===== config.mk =====
export PLATFORM = sky130hd
export DESIGN_NAME = cursor_tracker
export DESIGN_NICKNAME = d
export VERILOG_FILES = /design/src/rtl/cursor_pkg.sv /design/src/rtl/btn_debounce.sv /design/src/rtl/cursor_tracker.sv
export SDC_FILE = /design/constraint.sdc
export NUM_CORES = 1
export LEC_CHECK = 0
export BUFFER_PORTS_ARGS = -buffer_cell sky130_fd_sc_hd__buf_2
export CORE_AREA = 2 2 129 131
export CTS_CLUSTER_SIZE = 12
export DETAILED_ROUTE_END_ITERATION = 8
export DIE_AREA = 0 0 131 133
export MAX_ROUTING_LAYER = met4
export PLACE_DENSITY_LB_ADDON = 0.08
export SLEW_MARGIN = 20
export SYNTH_ARGS = -nofsm -noshare
export SYNTH_HDL_FRONTEND = slang
export SYNTH_SLANG_ARGS = --single-unit

===== constraint.sdc =====
create_clock -name clk -period 2.35 [get_ports clk]
set_clock_uncertainty 0.2 [all_clocks]
set_input_delay 0.235 -clock clk [delete_from_list [all_inputs] [get_ports clk]]
set_output_delay 0.235 -clock clk [all_outputs]
set_load 0.03 [all_outputs]

===== src/rtl/cursor_pkg.sv =====
// Shared widths and default limits for the cursor tracker.
// Pure constants; no logic, no latency.
// No flow control.
package cursor_pkg;

    localparam int COORD_W         = 7;
    localparam int CNT_W           = 16;

    localparam int X_MAX_DEFAULT   = 99;
    localparam int Y_MAX_DEFAULT   = 99;
    localparam int CNT_MAX_DEFAULT = 9999;

endpackage


===== src/rtl/btn_debounce.sv =====
// Synchronizes one raw button, debounces it and emits a rise pulse.
// Latency: 2 sync cycles + DEBOUNCE_CYCLES stable cycles; pulse is registered.
// No backpressure: the pulse is a single cycle and is never held.
module btn_debounce #(
    parameter int DEBOUNCE_CYCLES = 1000000
) (
    input  logic clk,
    input  logic rst_n,
    input  logic raw_i,
    output logic level_o,
    output logic rise_o
);

    localparam int CW = $clog2(DEBOUNCE_CYCLES + 1);
    localparam logic [CW-1:0] LAST = CW'(DEBOUNCE_CYCLES - 1);

    logic [1:0]    sync_q;
    logic [CW-1:0] cnt_q, cnt_d;
    logic          level_q, level_d;
    logic          rise_q, rise_d;

    // A level flip needs DEBOUNCE_CYCLES consecutive differing samples; any agreement restarts the count.
    always_comb begin
        cnt_d   = '0;
        level_d = level_q;
        if (sync_q[1] != level_q) begin
            if (cnt_q == LAST) begin
                level_d = ~level_q;
            end else begin
                cnt_d = cnt_q + CW'(1);
            end
        end
        rise_d = level_d & ~level_q;
    end

    // Synchronizer, stability counter, debounced level and rise pulse registers.
    always_ff @(posedge clk or negedge rst_n) begin
        if (!rst_n) begin
            sync_q  <= '0;
            cnt_q   <= '0;
            level_q <= 1'b0;
            rise_q  <= 1'b0;
        end else begin
            sync_q  <= {sync_q[0], raw_i};
            cnt_q   <= cnt_d;
            level_q <= level_d;
            rise_q  <= rise_d;
        end
    end

    assign level_o = level_q;
    assign rise_o  = rise_q;

endmodule


===== src/rtl/cursor_tracker.sv =====
// Moves an X/Y cursor from five debounced push buttons and counts moves.
// Latency: 1 cycle from press pulse to registered outputs.
// No backpressure: every accepted press is applied on the cycle it arrives.
module cursor_tracker
    import cursor_pkg::*;
#(
    parameter int DEBOUNCE_CYCLES = 1000000,
    parameter int X_MAX           = X_MAX_DEFAULT,
    parameter int Y_MAX           = Y_MAX_DEFAULT,
    parameter int CNT_MAX         = CNT_MAX_DEFAULT
) (
    input  logic               clk,
    input  logic               rst_n,
    input  logic               btn_up,
    input  logic               btn_down,
    input  logic               btn_right,
    input  logic               btn_left,
    input  logic               btn_center,
    output logic [COORD_W-1:0] X,
    output logic [COORD_W-1:0] Y,
    output logic [CNT_W-1:0]   bcd,
    output logic               moved
);

    localparam logic [COORD_W-1:0] XM = COORD_W'(X_MAX);
    localparam logic [COORD_W-1:0] YM = COORD_W'(Y_MAX);
    localparam logic [CNT_W-1:0]   CM = CNT_W'(CNT_MAX);

    // Bit order: 0 up, 1 down, 2 right, 3 left, 4 center.
    logic [4:0] raw;
    logic [4:0] lvl;
    logic [4:0] press;

    assign raw = {btn_center, btn_left, btn_right, btn_down, btn_up};

    for (genvar i = 0; i < 5; i++) begin : g_btn
        btn_debounce #(
            .DEBOUNCE_CYCLES(DEBOUNCE_CYCLES)
        ) u_db (
            .clk    (clk),
            .rst_n  (rst_n),
            .raw_i  (raw[i]),
            .level_o(lvl[i]),
            .rise_o (press[i])
        );
    end

    logic [COORD_W-1:0] x_q, x_d, y_q, y_d;
    logic [CNT_W-1:0]   cnt_q, cnt_d;
    logic               moved_q, moved_d;
    logic               x_inc, x_dec, y_inc, y_dec;

    // Opposing presses cancel; center wins over everything and is not a move.
    always_comb begin
        x_d     = x_q;
        y_d     = y_q;
        cnt_d   = cnt_q;
        moved_d = 1'b0;
        x_inc   = press[2] & ~press[3];
        x_dec   = press[3] & ~press[2];
        y_inc   = press[0] & ~press[1];
        y_dec   = press[1] & ~press[0];
        if (press[4]) begin
            x_d   = '0;
            y_d   = '0;
            cnt_d = '0;
        end else begin
            if (x_inc) x_d = (x_q == XM) ? '0 : x_q + COORD_W'(1);
            if (x_dec) x_d = (x_q == '0) ? XM : x_q - COORD_W'(1);
            if (y_inc) y_d = (y_q == YM) ? '0 : y_q + COORD_W'(1);
            if (y_dec) y_d = (y_q == '0) ? YM : y_q - COORD_W'(1);
            if (x_inc | x_dec | y_inc | y_dec) begin
                moved_d = 1'b1;
                cnt_d   = (cnt_q == CM) ? cnt_q : cnt_q + CNT_W'(1);
            end
        end
    end

    // Output registers.
    always_ff @(posedge clk or negedge rst_n) begin
        if (!rst_n) begin
            x_q     <= '0;
            y_q     <= '0;
            cnt_q   <= '0;
            moved_q <= 1'b0;
        end else begin
            x_q     <= x_d;
            y_q     <= y_d;
            cnt_q   <= cnt_d;
            moved_q <= moved_d;
        end
    end

    assign X     = x_q;
    assign Y     = y_q;
    assign bcd   = cnt_q;
    assign moved = moved_q;

    logic unused_lvl;
    assign unused_lvl = ^lvl;

endmodule


==> results.tsv <==
metric	value	unit
status	finished, final reports clean	
first-pass GRT wire length	29.5	mm
hold crit path type	in2async	
register area share after synthesis	47.7	%
via count	6497	
Least-Margin Pin Slew	0.469	ns
CP Launch Type	flip-flop	
worst skew pair latency	0.42	ns
initial antenna violation count	0	
maximum VDD drop	0.518	mV
#FFs+latches synth	151	
Fin Setup TNS	0	ns
main combinational cell family by area after synthesis	simple AND/OR/NAND/NOR gates	
leakage power	0.00379	uW
most used flip-flop cell after synthesis	dfrtp_1	
post-synthesis cell count	832	
maximum fanout along the worst path	2	
Mapped Nets	854	
FP Rows	47	
TritonCTS clock tree	yes	
critical-path cell list	or4_1 -> or4_4 -> nor2_2 -> mux2_2	
RSZ-0062 raised after global routing	false	
Clock Sinks	151	
core area	0.0162	mm2
vias per inst	5.73	
pin count of the biggest net entering global routing	51	
Final GP Congestion	0.900	
reg2reg setup slack	0.08	ns
Synth Area in Simple Gates	26.6	%
Compound-Gate Fraction of Synth Area	11.1	%
number of DRC violations after detailed-routing iteration 0	370	
xor/xnor share of the synthesized area	8.08	%
Die ar.	0.0174	mm2
post-layout min period	2.27	ns
Post-synth ARST share	100	%
CP Capture Type	flip-flop	
total of max-cap violations	0	
Synth cell types	64	
maximum single-stage delay on the critical path	0.58	ns
final WL	17.4	mm
critical path class	reg2reg	
number of global-route vias before repair	6249	
die height	133	um
Mean Syn Cell Area	9.51	um2
DP Wirelength	12.2	mm
drt wl/cell	15.3	um
total global-route track usage	21.5	%
maximum root-to-sink buffer count	2	
crit path max-delay cell type	or4_4	
root buf cell	clkbuf_16	
Yosys warning count	0	
Max H-tree Level	4	
Mapped Area	0.00792	mm2
Hold WS	0.125	ns
Final Net Count	922	
Hold Vio Cnt, Final	0	
synthesized-area fraction occupied by adder cells	2.37	%
Initial Utilization	49.0	%
slew margin rel.	68.5	%
worst path arrival time	2.38	ns
I/O pins	38	
synthesis-to-layout area growth	16.6	%
critical path required time	2.46	ns
share of layout cells above drive strength 1	14.3	%
First-pass DRT Iterations	5	
IO Port Bufs	37	
Final Util	57.1	%
Tcrit/Tclk final	96.5	%
Die W	131	um
post-route ant nets	0	
P per Cell Area	607	mW/mm2
fmax	0.441	GHz
Top delay family on crit path	simple AND/OR/NAND/NOR gates	
total grt overflow	0	
WP buf/inv	0	
Post-route DRC	0	
EDFF count, synth	0	
CTS Buf Count	17	
post-synthesis mux area share	0.980	%
antenna cells	0	
Clock transition at path regs	0.06	ns
setup violators final	0	
Slew Limit Fails	0	
## path summary, 6_finish.rpt
check,startpoint,endpoint,cells past startpoint
worst max-delay path,g_btn[0].u_db.cnt_q[12],g_btn[0].u_db.level_o,4
worst min-delay path,rst_n,X[1],2
worst max register to register,g_btn[0].u_db.cnt_q[12],g_btn[0].u_db.level_o,4
worst min register to register,g_btn[4].u_db.sync_q[0],g_btn[4].u_db.sync_q[1],0
max in group asynchronous,rst_n,moved,3
min in group clk,g_btn[4].u_db.sync_q[0],g_btn[4].u_db.sync_q[1],0
## report_power, final
| part | switching (uW) | internal [uW] | leakage (uW) |
|---|---|---|---|
| clock network | 1070 | 1710 | 0.000285 |
| logic | 106 | 56.5 | 0.00143 |
| registers | 31.2 | 2630 | 0.00207 |
| total | 1210 | 4390 | 0.00379 |
## per-stage QoR
stage	total power, uW	setup slack, ns	cells	cell area (um2)
after floorplan	2770	0.103	832	7920
after global placement	2860	0.0959	1094	8550
after detailed placement	2870	0.0451	1094	8550
after CTS	5670	0.0294	1132	9210
after global routing	5820	0.00574	1133	9230
final	5600	0.0817	1133	9230
## cell type report
cell class / count / area [um2]
Clock buffer: 22 / 454
Clock inverter: 10 / 145
Fill cell: 1427 / 6940
Inverter: 33 / 124
Multi-Input combinational cell: 618 / 3910
Sequential cell: 151 / 3780
Tap cell: 220 / 275
Timing Repair Buffer: 79 / 547
## per-layer routing
layer / up-vias / global-route usage, % / share of wire [%]
li1: 3158 / - / -
met1: 3188 / 27.5 / 46
met2: 126 / 34.3 / 48
met3: 25 / 4.89 / 3.9
met4: 0 / 6.15 / 1.4
met5: - / - / 0
## registers in the layout (all words and copies together) (netlist names)
| register | count |
|---|---|
| X | 7 |
| Y | 7 |
| bcd | 16 |
| g_btn.u_db.cnt_q | 100 |
| g_btn.u_db.level_o | 5 |
| g_btn.u_db.rise_o | 5 |
| g_btn.u_db.sync_q | 10 |
| moved | 1 |
## cell families (layout without fill, tap and decap cells)
kind of cell    after synthesis  in the layout
flops                       151            151
fa+ha+maj                    15             15
compound gates              138            138
simple gates                385            385
buf+inv                      63            144
xor+xnor                     73             73
mux                           7              7
## cells in the mapped netlist, drive strengths merged, types with 4 or more instances
cell | count | share of area [%]
inv | 33 | 1.6
mux2 | 6 | 0.85
nor4b | 6 | 0.66
nand4 | 27 | 2.1
and3 | 15 | 1.2
or2 | 4 | 0.32
dfrtp | 151 | 48
nand4b | 7 | 0.77
nand2 | 45 | 2.1
a21oi | 49 | 3.1
nor4 | 19 | 1.7
a31oi | 8 | 0.63
a211oi | 4 | 0.38
or4b | 4 | 0.51
o31ai | 15 | 1.4
or4 | 23 | 2.3
nand2b | 8 | 0.63
nor2 | 99 | 4.7
nand3 | 50 | 3.2
xor2 | 26 | 2.9
and4 | 7 | 0.79
ha | 15 | 2.4
xnor2 | 47 | 5.2
and2 | 7 | 0.55
or3 | 25 | 2.0
o21ai | 34 | 2.4
clkbuf | 27 | 1.3
nor3 | 27 | 1.7
## timing repair
item | 4_1_cts | 5_1_grt
setup buffers | 0 | 1
hold endpoints to repair | 93 | 0
setup endpoints to repair | 0 | 3
gates resized for setup | 0 | 4
hold buffers | 6 | 0
## placed cells by master (no fill, tap or decap), drive strengths merged, types with 27 or more instances in the layout
master	count
nor2	99
nand4	27
nand3	50
nor3	27
dfrtp	151
xnor2	47
nand2	45
a21oi	49
o21ai	34
buf	73
inv	35
Power figures use the tool's default switching activity.
